## src/rtl/fdiv_exception_ctrl.sv

```systemverilog
// fdiv_exception_ctrl: exception wrapper around an FP32 Newton-Raphson divider.
// Stage 0 classifies A/B, predicts exponent range and forwards benign operands.
// A valid-tagged delay line matched to the divider latency carries the verdict.
// The output stage merges the verdict with div_result into result and flags.
module fdiv_exception_ctrl #(
    parameter int DIV_LATENCY = 8,
    parameter bit FTZ         = 1'b1
) (
    input  logic        clk,
    input  logic        reset_n,
    input  logic        in_valid,
    input  logic [31:0] A,
    input  logic [31:0] B,
    output logic [31:0] div_a,
    output logic [31:0] div_b,
    input  logic [31:0] div_result,
    output logic        out_valid,
    output logic [31:0] result,
    output logic [3:0]  flags
);

    localparam int          DEPTH    = DIV_LATENCY + 1;
    localparam logic [31:0] ONE      = 32'h3F80_0000;
    localparam logic [31:0] QNAN     = 32'h7FC0_0000;
    localparam logic [3:0]  F_INV    = 4'b1000;
    localparam logic [3:0]  F_DBZ    = 4'b0100;
    localparam logic [3:0]  F_OVF    = 4'b0010;
    localparam logic [3:0]  F_UNF    = 4'b0001;

    // Payload of one delay-line slot; its valid bit lives in valid_q.
    typedef struct packed {
        logic        special;
        logic [31:0] value;
        logic [3:0]  flags;
        logic        sign;
    } dl_entry_t;

    logic [7:0]        ea, eb;
    logic [22:0]       ma, mb;
    logic              a_zero, a_inf, a_nan;
    logic              b_zero, b_inf, b_nan;
    logic              s;
    logic signed [9:0] ep;
    logic              special;
    logic [31:0]       spec_value;
    logic [3:0]        spec_flags;

    logic [31:0]       div_a_d, div_a_q;
    logic [31:0]       div_b_d, div_b_q;
    logic [DEPTH-1:0]  valid_d, valid_q;
    dl_entry_t         dl_d [DEPTH];
    dl_entry_t         dl_q [DEPTH];
    dl_entry_t         tail;
    logic              out_valid_d, out_valid_q;
    logic [31:0]       result_d, result_q;
    logic [3:0]        flags_d, flags_q;

    // The quotient sign comes from the operands, so the divider's own sign is ignored.
    logic              unused_div_sign;
    assign unused_div_sign = div_result[31];

    // Stage 0: classify operands, predict the exponent, pick the special verdict.
    // NOTE: every variable gets a value at the top of the block so no path can infer a latch.
    always_comb begin
        ea     = A[30:23];
        eb     = B[30:23];
        ma     = A[22:0];
        mb     = B[22:0];
        a_zero = (ea == 8'd0) && ((ma == 23'd0) || FTZ);
        b_zero = (eb == 8'd0) && ((mb == 23'd0) || FTZ);
        a_inf  = (ea == 8'hFF) && (ma == 23'd0);
        b_inf  = (eb == 8'hFF) && (mb == 23'd0);
        a_nan  = (ea == 8'hFF) && (ma != 23'd0);
        b_nan  = (eb == 8'hFF) && (mb != 23'd0);
        s      = A[31] ^ B[31];
        ep     = 10'(ea) - 10'(eb) + 10'd127 - ((ma < mb) ? 10'd1 : 10'd0);

        special    = 1'b1;
        spec_value = '0;
        spec_flags = '0;
        if (a_nan || b_nan) begin
            spec_value = QNAN;
        end else if ((a_zero && b_zero) || (a_inf && b_inf)) begin
            spec_value = QNAN;
            spec_flags = F_INV;
        end else if (a_inf) begin
            spec_value = {s, 8'hFF, 23'd0};
        end else if (b_zero) begin
            spec_value = {s, 8'hFF, 23'd0};
            spec_flags = F_DBZ;
        end else if (a_zero || b_inf) begin
            spec_value = {s, 31'd0};
        end else if (ep > 10'sd254) begin
            spec_value = {s, 8'hFF, 23'd0};
            spec_flags = F_OVF;
        end else if (ep < 10'sd1) begin
            spec_value = {s, 31'd0};
            spec_flags = F_UNF;
        end else begin
            special = 1'b0;
        end

        // Only valid, benign operands reach the divider; everything else sees 1.0/1.0.
        div_a_d = (in_valid && !special) ? A : ONE;
        div_b_d = (in_valid && !special) ? B : ONE;
    end

    // Delay line next state: new verdict enters at slot 0, the rest shift by one.
    always_comb begin
        valid_d = {valid_q[DEPTH-2:0], in_valid};
        dl_d[0] = '{special: special, value: spec_value, flags: spec_flags, sign: s};
        for (int i = 1; i < DEPTH; i++) begin
            dl_d[i] = dl_q[i-1];
        end
    end

    // Divider operands and delay-line valid bits, cleared by reset.
    // NOTE: sequential state uses non-blocking assignments so every flop samples pre-edge values.
    always_ff @(posedge clk) begin
        if (reset_n) begin
            div_a_q <= '0;
            div_b_q <= '0;
            valid_q <= '0;
        end else begin
            div_a_q <= div_a_d;
            div_b_q <= div_b_d;
            valid_q <= valid_d;
        end
    end

    // Delay-line payload.
    // NOTE: the payload array has no reset; valid_q alone decides whether a slot is used.
    always_ff @(posedge clk) begin
        dl_q <= dl_d;
    end

    // Output merge: special verdict or divider quotient; hold result/flags on bubbles.
    always_comb begin
        tail        = dl_q[DEPTH-1];
        out_valid_d = valid_q[DEPTH-1];
        result_d    = result_q;
        flags_d     = flags_q;
        if (valid_q[DEPTH-1]) begin
            if (tail.special) begin
                result_d = tail.value;
                flags_d  = tail.flags;
            end else begin
                result_d = {tail.sign, div_result[30:0]};
                flags_d  = '0;
            end
        end
    end

    // Registered output stage.
    always_ff @(posedge clk) begin
        if (reset_n) begin
            out_valid_q <= 1'b0;
            result_q    <= '0;
            flags_q     <= '0;
        end else begin
            out_valid_q <= out_valid_d;
            result_q    <= result_d;
            flags_q     <= flags_d;
        end
    end

    assign div_a     = div_a_q;
    assign div_b     = div_b_q;
    assign out_valid = out_valid_q;
    assign result    = result_q;
    assign flags     = flags_q;

endmodule

```

## config.mk

```make
export PLATFORM = sky130hd
export DESIGN_NAME = fdiv_exception_ctrl
export DESIGN_NICKNAME = d
export VERILOG_FILES = /design/src/rtl/fdiv_exception_ctrl.sv
export SDC_FILE = /design/constraint.sdc
export NUM_CORES = 1
export LEC_CHECK = 0
export ABC_AREA = 1
export BUFFER_PORTS_ARGS = -buffer_cell sky130_fd_sc_hd__buf_2
export CAP_MARGIN = 30
export CORE_MARGIN = 4
export CORE_UTILIZATION = 55
export DETAILED_ROUTE_END_ITERATION = 16
export HOLD_SLACK_MARGIN = 0.05
export PLACE_DENSITY = 0.92
export SYNTH_ARGS = -nofsm -noshare
export SYNTH_HDL_FRONTEND = slang
export SYNTH_SLANG_ARGS = --single-unit
```

## constraint.sdc

```tcl
create_clock -name clk -period 7.4 [get_ports clk]
set_input_delay 0.74 -clock clk [delete_from_list [all_inputs] [get_ports clk]]
set_output_delay 0.74 -clock clk [all_outputs]
set_load 0.02 [all_outputs]
```

### Word level (Yosys, flattened, before mapping)

Cells that the tools add are included.

* output and inout port bits: 101
* word-level logic and storage cells: 105
* input bits: 99
* register bits after elaboration: 452

* order comparisons: 3
* muxes and demuxes: 23
* add/subtract/negate cells: 3
* equal/unequal tests: 2
* bitwise logic cells: 2
* reductions and logical operators: 23

Operators with widths (count)
* 32-bit two-way mux: 6
* 30-bit two-way mux: 2
* 23-bit zero test: 2
* 23-bit nonzero test: 2
* 23-bit < comparator: 1
* 8-bit == test, second input constant: 2
* 8-bit zero test: 2
* 9-bit by 8-bit adder with 10-bit output, second input constant: 1
* 10-bit by 9-bit greater-than comparator with 1-bit output, second input constant: 1
* 10-bit by 2-bit < comparator with 1-bit output, second input constant: 1
* 10-bit by 1-bit subtractor with 10-bit output: 1
* 1-bit two-way mux: 9
* 8-bit by 8-bit subtractor with 9-bit output: 1
* 4-bit two-way mux: 2
* 1-bit logical AND: 7
* 3-bit two-way mux: 2
* 6-bit OR reduction: 1
* 5-bit OR reduction: 1
* 2-bit two-way mux: 2
* 2-bit OR reduction: 2
* 4-bit OR reduction: 1
* 1-bit logical OR: 3
* 3-bit OR reduction: 1
* 1-bit zero test: 1
* 2 further kinds: 2

### Depth between registers and ports, before layout

Gate-level depths: netlist of the first run.

* word-level depth: 15
* depth in mapped cells: 27
* mapped depth without buffers: 26

### Worst setup path before layout of the first run

Ideal clock, no wire load.

* path type: input to register
* from: in B[10]
* to: reg div_a_q[27] (netlist: div_a[27])
* arrival: 3.495 ns
* path slack: 3.777 ns
* path buffers: 1
* cell stages on the path: 24
* data required time: 7.272 ns
* library setup time: 0.128 ns
* cell sequence: inv_1 ha_1 nand2_1 o21a_1 o221ai_1 a21oi_1 o21ai_0 ha_1 ha_1 inv_1 fa_1 inv_1 nand2_1 nand2_2 nand3_2 a21oi_2 nor2_1 nor2_1 nand2_1 nor2_4 nand3_4 buf_6 nor2_2 nor2_1

* cells in the longest elaborated chain, start to end: 14

Ends and longest elaborated chain
* start: declaration: RTL line 13 `input logic [31:0] B,`
* 23-bit < comparator: RTL line 76 `ep = 10'(ea) - 10'(eb) + 10'd127 - ((ma < mb) ? 10'd1 : 10'd0);`
* 1-bit two-way mux: RTL line 76
* 10-bit by 1-bit subtractor with 10-bit output: RTL line 76
* 10-bit by 2-bit < comparator with 1-bit output: RTL line 96 `end else if (ep < 10'sd1) begin`
* 1-bit two-way mux: RTL line 96
* 1-bit two-way mux: RTL line 93 `end else if (ep > 10'sd254) begin`
* 1-bit two-way mux: RTL line 91 `end else if (a_zero || b_inf) begin`
* 1-bit two-way mux: RTL line 88 `end else if (b_zero) begin`
* 1-bit two-way mux: RTL line 86 `end else if (a_inf) begin`
* 1-bit two-way mux: RTL line 83 `end else if ((a_zero && b_zero) || (a_inf && b_inf)) begin`
* 1-bit two-way mux *: RTL line 81 `if (a_nan || b_nan) begin`
* 1-bit zero test *: RTL line 104 `div_a_d = (in_valid && !special) ? A : ONE;`
* 1-bit logical AND *: RTL line 104
* 30-bit two-way mux *: RTL line 104
* end signal: assignment: RTL line 125 `div_a_q <= div_a_d;`
* end: declaration: RTL line 48 `logic [31:0] div_a_d, div_a_q;`

Every way passes the cells marked *; elsewhere a longest branch is shown, timed or not.
A chain may end at the register's enable or synchronous reset.

### Worst setup path after layout of the first run

* from: in B[10]
* to: reg div_a_q[9] (netlist: div_a[9])

* cells in the longest elaborated chain, start to end: 15

Ends and longest elaborated chain (RTL line)
* 23-bit < comparator: 76
* 1-bit two-way mux: 76
* 10-bit by 1-bit subtractor with 10-bit output: 76
* 10-bit by 2-bit < comparator with 1-bit output: 96
* 1-bit two-way mux: 96
* 1-bit two-way mux: 93
* 1-bit two-way mux: 91
* 1-bit two-way mux: 88
* 1-bit two-way mux: 86
* 1-bit two-way mux: 83
* 1-bit two-way mux *: 81
* 1-bit zero test *: 104
* 1-bit logical AND *: 104
* 1-bit inverter (no source line) *
* 2-bit OR reduction (no source line) *

Marked as above.

==> results.sh, run 1 <==
export IMPL_coreArea_sq_um=12110
export IMPL_postLayoutCellArea_sq_um=8533
export IMPL_yosys_area_top_type="dfxtp_1"
export IMPL_postCtsSetupBuffers=0
export IMPL_endpoint_kind="flip-flop"
export IMPL_wl_um=15450
export IMPL_leakage_nw=4.398
export IMPL_grt_pass1_wl_um=24920
export IMPL_grt_max_degree=52
export IMPL_rows=40
export IMPL_worstMarginPinSlew_ns=0.7763
export IMPL_insertion_delay_ns=0.42
export IMPL_die_h_um=119.7
export IMPL_grt_setup_unrepaired="false"
export IMPL_async_flop_share=0
export IMPL_synth_area_per_cell_sq_um=8.698
export IMPL_hp_start="dl_d[190]$_DFF_P_"
export IMPL_ys_flop_type="dfxtp_1"
export IMPL_grt_overflow_total=0
export IMPL_vias=5584
export IMPL_whs_path_depth=0
export IMPL_r2r_slack_ns=5.72
export IMPL_synth_common_cells="dfxtp_1, nand2_1, inv_1"
export IMPL_areaGrowthSynthToFinish_pct=24.34
export IMPL_ant_nets=0
export IMPL_io_buffers=198
export IMPL_drv_cap=0
export IMPL_setup_violations=0
export IMPL_drv_slew=0
export IMPL_dpl_worst_slack_ns=2.791
export IMPL_gp_congestion=0.9204
export IMPL_drcViolationCount=0
export IMPL_cts_root_buf="clkbuf_16"
export IMPL_final_util=0.7045
export IMPL_fin_nets=1128
export IMPL_pwr_density_cell_nw_per_um2=285.0
export IMPL_r2r_cells=6
export IMPL_routedWlPerCell_um=13.22
export IMPL_clock_skew_ns=0.009134
export IMPL_hold_buffers=0
export IMPL_arrival_ns=4.49
export IMPL_yosys_warnings=0
export IMPL_synthesis_nets=928
export IMPL_placed_area_sq_um=7986
export IMPL_cts_buffers=17
export IMPL_outcome="finished clean"
export IMPL_r2r_end="result[5]$_SDFFE_PP0P_"
export IMPL_cp_max_fo=50
export IMPL_cts_sinks=191
export IMPL_min_to="dl_d[152]$_DFF_P_"
export IMPL_antenna_cells=0
export IMPL_min_path_type="flip-flop to flip-flop"
export IMPL_synth_seq_cells=191
export IMPL_drt_initial_drc_count=277
export IMPL_yosysTopAreaCellShare=0.5572
export IMPL_place_hpwl_um=12170
export IMPL_vias_per_cell=4.777
export IMPL_hold_viol=0
export IMPL_synth_seq_area_share=0.5572
export IMPL_grt_antenna_before_repair=0
export IMPL_fin_crit_sh=0.5625
export IMPL_grt_pass1_vias=5546
export IMPL_cp_required_ns=7.73
export IMPL_ctsHtreeMaxLevel=4
export IMPL_r2r_start="valid_q[8]$_SDFF_PP0_"
export IMPL_drive_gt1_frac=0.2847
export IMPL_setup_slack_ns=3.237
export IMPL_clk_pin_slew_ns=0.07
export IMPL_synthesis_instances=789
export IMPL_first_pass_iters=5
export IMPL_relSlewSlack=0.4825
export IMPL_cp_start_kind="primary input"
export IMPL_grtUsageTotal=0.2180
export IMPL_die_area_sq_um=14330
export IMPL_io_pins=200
export IMPL_fmax_ghz=0.2402
export IMPL_cts_tree="built"
export IMPL_clk_path_buf_depth=2
export IMPL_min_period_ns=4.163
export IMPL_cts_resized=0
export IMPL_syn_cell_area_sq_um=6863
export IMPL_crit_type="primary input to flip-flop"
export IMPL_synth_most_common_cell="dfxtp_1"
export IMPL_tns_ns=0
export IMPL_start_util=0.5666
export IMPL_peakVddDrop_uv=153.5
export IMPL_die_w_um=119.7
export IMPL_synthDistinctLibCells=34
export IMPL_synth_edf_count=0
export IMPL_synth_area_top_cells="dfxtp_1, nand2_1, ha_1"
==> worst max-delay path: stages <==
cell      delay (ns)
buf_2           0.09
inv_1           0.05
ha_1            0.29
nand2_1         0.08
o21a_1          0.19
o221ai_1        0.14
a21oi_1         0.07
o21ai_0         0.23
ha_1            0.19
ha_1            0.16
inv_1           0.06
fa_1            0.40
inv_1           0.09
nand2_1         0.07
nand2_2         0.08
nand3_2         0.09
a21oi_2         0.14
nor2_1          0.06
nor2_1          0.09
nand2_1         0.10
nor2_4          0.19
nand3_4         0.59
nor2_1          0.28
==> per-layer routing <==
layer,track usage,routed length [um]
met3,0.05184,1090
met2,0.4068,7951
met1,0.2318,6027
met4,0.09735,382
met5,0,0
==> layout by cell type (no fill, tap or decap), types with 3 or more instances in the layout <==
cell	netlist	final
a21oi_1	45	45
buf_2	0	198
clkbuf_16	0	17
clkinv_4	0	4
dfxtp_1	191	191
ha_1	38	38
inv_1	115	115
inv_6	0	3
nand2_1	149	149
nand3_1	28	28
nand4_1	9	9
nor2_1	106	106
nor2_2	43	43
o211ai_1	4	4
o21ai_0	10	10
xor2_1	4	4
==> worst max path at each step <==
stage	from	to	slack, ns
5_1_grt	B[10]	div_a[9]$_SDFF_PP0_	2.81
6_report	B[10]	div_a[9]$_SDFF_PP0_	3.24
2_1_floorplan	B[10]	div_a[27]$_SDFF_PP0_	3.78
3_3_place_gp	A[10]	div_b[15]$_SDFF_PP0_	2.90
4_1_cts	B[10]	div_a[9]$_SDFF_PP0_	3.24
3_5_place_dp	B[6]	div_b[14]$_SDFF_PP0_	2.79
==> final cells by class <==
cell class / instances / area [sq um]
multi-input cells: 461 / 2480
inverters: 117 / 439.2
clock buffers: 19 / 442.9
well taps: 168 / 210.2
fillers: 935 / 3578
flip-flops and latches: 191 / 3824
repair buffers: 201 / 1033
clock inverters: 12 / 103.9
==> where the power goes <==
group / switching (mW) / internal [mW] / total, mW / leakage (nW)
sequential: 0.0386 / 1.18 / 1.22 / 1.57
combinational: 0.253 / 0.135 / 0.388 / 2.57
clock: 0.382 / 0.446 / 0.828 / 0.264
==> sequential cells by signal, summed over array words and instances, names as in the netlist <==
| name | cells |
|---|---|
| div_a | 32 |
| div_b | 32 |
| dl_d | 72 |
| dl_q | 9 |
| flags | 4 |
| out_valid | 1 |
| result | 32 |
| valid_q | 9 |
==> through the flow <==
| stage | total power, mW | instances | hold slack [ns] |
|---|---|---|---|
| after floorplan | 1.504 | 789 | 0.3096 |
| after global placement | 1.599 | 1137 | 0.3098 |
| after detailed placement | 1.627 | 1138 | 0.3121 |
| after CTS | 2.453 | 1169 | 0.3259 |
| after global routing | 2.556 | 1169 | 0.3323 |
| final | 2.432 | 1169 | 0.3188 |
==> kinds of logic (layout without fill, tap and decap cells) <==
kind of cell | Yosys count | in the layout | synth area share
AOI/OAI and AO/OA | 69 | 69 | 0.05615
adders and majority gates | 40 | 40 | 0.07511
buffers and inverters | 137 | 349 | 0.08149
and+or+nand+nor | 347 | 347 | 0.2237
xor gates and xnor gates | 5 | 5 | 0.006381
DFF | 191 | 191 | 0.5572
Power figures use the tool's default switching activity.
==> run 2: changes to the inputs <==
- CORE_UTILIZATION: 55 -> 51
- PLACE_DENSITY: 0.92 -> 0.87
- clock period: 7.4 -> 4.1 ns (I/O delays scaled with it)
==> results.sh, run 2 (same netlist as run 1, synthesis figures left out) <==
export IMPL_drv_cap=0
export IMPL_grt_setup_unrepaired="false"
export IMPL_areaGrowthSynthToFinish_pct=25.47
export IMPL_cp_max_fo=14
export IMPL_cp_start_kind="primary input"
export IMPL_layout_commonest_cell="buf_2"
export IMPL_path_buf_inv=4
export IMPL_drcViolationCount=0
export IMPL_min_path_type="primary input to flip-flop"
export IMPL_hold_buffers=0
export IMPL_antenna_cells=0
export IMPL_gp_congestion=0.8626
export IMPL_place_hpwl_um=11590
export IMPL_min_period_ns=3.631
export IMPL_wl_um=15040
export IMPL_io_pins=200
export IMPL_outcome="finished clean"
export IMPL_largest_reg_flops=72
export IMPL_die_w_um=124
export IMPL_postCtsSetupBuffers=0
export IMPL_clk_pin_slew_ns=0.07
export IMPL_first_pass_iters=4
export IMPL_tns_ns=0
export IMPL_cts_buffers=17
export IMPL_cts_resized=0
export IMPL_drv_slew=0
export IMPL_grt_pass1_vias=5307
export IMPL_slowest_delay_ns=0.41
export IMPL_crit_type="primary input to flip-flop"
export IMPL_peakVddDrop_uv=289.7
export IMPL_ant_nets=0
export IMPL_io_buffers=198
export IMPL_place_inst=1148
export IMPL_vias_per_cell=4.708
export IMPL_grt_overflow_total=0
export IMPL_cts_sinks=191
export IMPL_endpoint_kind="flip-flop"
export IMPL_rows=42
export IMPL_fin_cells=1180
export IMPL_clk_path_buf_depth=2
export IMPL_arrival_ns=3.91
export IMPL_grt_pass1_wl_um=23800
export IMPL_layout_common_cells="buf_2, dfxtp_1, nand2_1"
export IMPL_cts_root_buf="clkbuf_16"
export IMPL_fmax_ghz=0.2754
export IMPL_relSlewSlack=0.5209
export IMPL_clock_skew_ns=0.006965
export IMPL_cp_slowest_cell="fa_1"
export IMPL_drt_initial_drc_count=284
export IMPL_cp_required_ns=4.38
export IMPL_fillers=1083
export IMPL_crit_path_cell_trace="buf_2 > inv_1 > ha_1 > nand2_1 > o21a_1 > o221ai_1 > a21oi_1 > o21ai_0 > ha_1 > ha_1 > inv_1 > fa_1 > inv_1 > nand2_1 > nand2_2 > nand3_2 > a21oi_2 > nor2_1 > nor2_1 > nand2_1 > nor2_4 > nand3_4 > nor2_2 > nor2_1"
export IMPL_ctsHtreeMaxLevel=4
export IMPL_cts_tree="built"
export IMPL_start_util=0.5203
export IMPL_worstMarginPinSlew_ns=0.7186
export IMPL_leakage_nw=4.429
export IMPL_grt_antenna_before_repair=1
export IMPL_hold_viol=0
export IMPL_drive_gt1_frac=0.2878
export IMPL_fin_nets=1130
export IMPL_die_h_um=124
export IMPL_cp_top_family="simple AND/OR/NAND/NOR gates"
export IMPL_pwr_density_cell_nw_per_um2=521.5
export IMPL_setup_violations=0
export IMPL_coreArea_sq_um=13190
export IMPL_grtUsageTotal=0.1985
export IMPL_fin_crit_sh=0.8855
export IMPL_die_area_sq_um=15380
export IMPL_vias=5555
export IMPL_grt_max_degree=51
export IMPL_routedWlPerCell_um=12.74
export IMPL_insertion_delay_ns=0.41
-- run 2: changes by cell type in the layout (fill, tap and decap cells not counted) --
cell      previous run  this run
clkinv_8             0         4
clkinv_4             4         2
buf_12               0         1
buf_16               1         0
buf_4                2         3
buf_8                0         1
clkbuf_1             1         0
clkbuf_8             1         2
clkinv_2             1         0
-- run 2: power by group --
part | switching (mW) | internal, mW
Sequential | 0.0664 | 2.12
Clock | 0.745 | 0.845
Combinational | 0.463 | 0.248
-- run 2: per-layer routing --
metal / routed length [um] / part of all wire / GRT usage / up-vias
li1: - / - / - / 2843
met1: 6163 / 0.41 / 0.2182 / 2465
met2: 7250 / 0.48 / 0.3562 / 212
met3: 1261 / 0.084 / 0.06222 / 33
met4: 349 / 0.023 / 0.07734 / 2
met5: 13 / 0.00086 / 0 / -
-- run 2: cell type report --
class                           instances  area (sq um)  area share
Multi-Input combinational cell        461          2480      0.2880
Clock buffer                           19         452.9     0.05260
Tap cell                              176         220.2     0.02557
Timing Repair Buffer                  203          1049      0.1218
Inverter                              117         439.2     0.05100
Clock inverter                         13         146.4     0.01700
Sequential cell                       191          3824      0.4441
-- run 2: metrics by stage --
step                hold WS [ns]  power (mW)  instance area [sq um]  setup slack (ns)  utilization
floorplan                 0.3096       2.715                   6863            0.8074            -
global placement          0.3099       2.894                   7996            0.2132       0.6062
detailed placement        0.3121       2.936                   8011           0.03853       0.6074
CTS                       0.2053       4.536                   8611            0.4412       0.6528
global route              0.2154       4.733                   8611           0.09095       0.6528
finish                    0.2221       4.491                   8611            0.4693       0.6528
-- run 2: final timing paths --
kind                    startpoint                      end  slack (ns)  cells after the start
max                          B[10]     div_b[28]$_SDFF_PP0_        0.47                     24
min                          B[31]        dl_d[266]$_DFF_P_        0.22                      2
max reg2reg  valid_q[8]$_SDFF_PP0_  result[11]$_SDFFE_PP0P_        2.32                      6
min reg2reg   dl_d[293]$_SDFF_PP1_        dl_d[255]$_DFF_P_        0.32                      0
-- run 2: worst reg2reg max path: stages (launching register included) --
cell and delay [ns]:
dfxtp_1 0.45, inv_1 0.32, buf_8 0.27, nor2_1 0.13
buf_4 0.28, nand2_1 0.13, a21oi_1 0.13
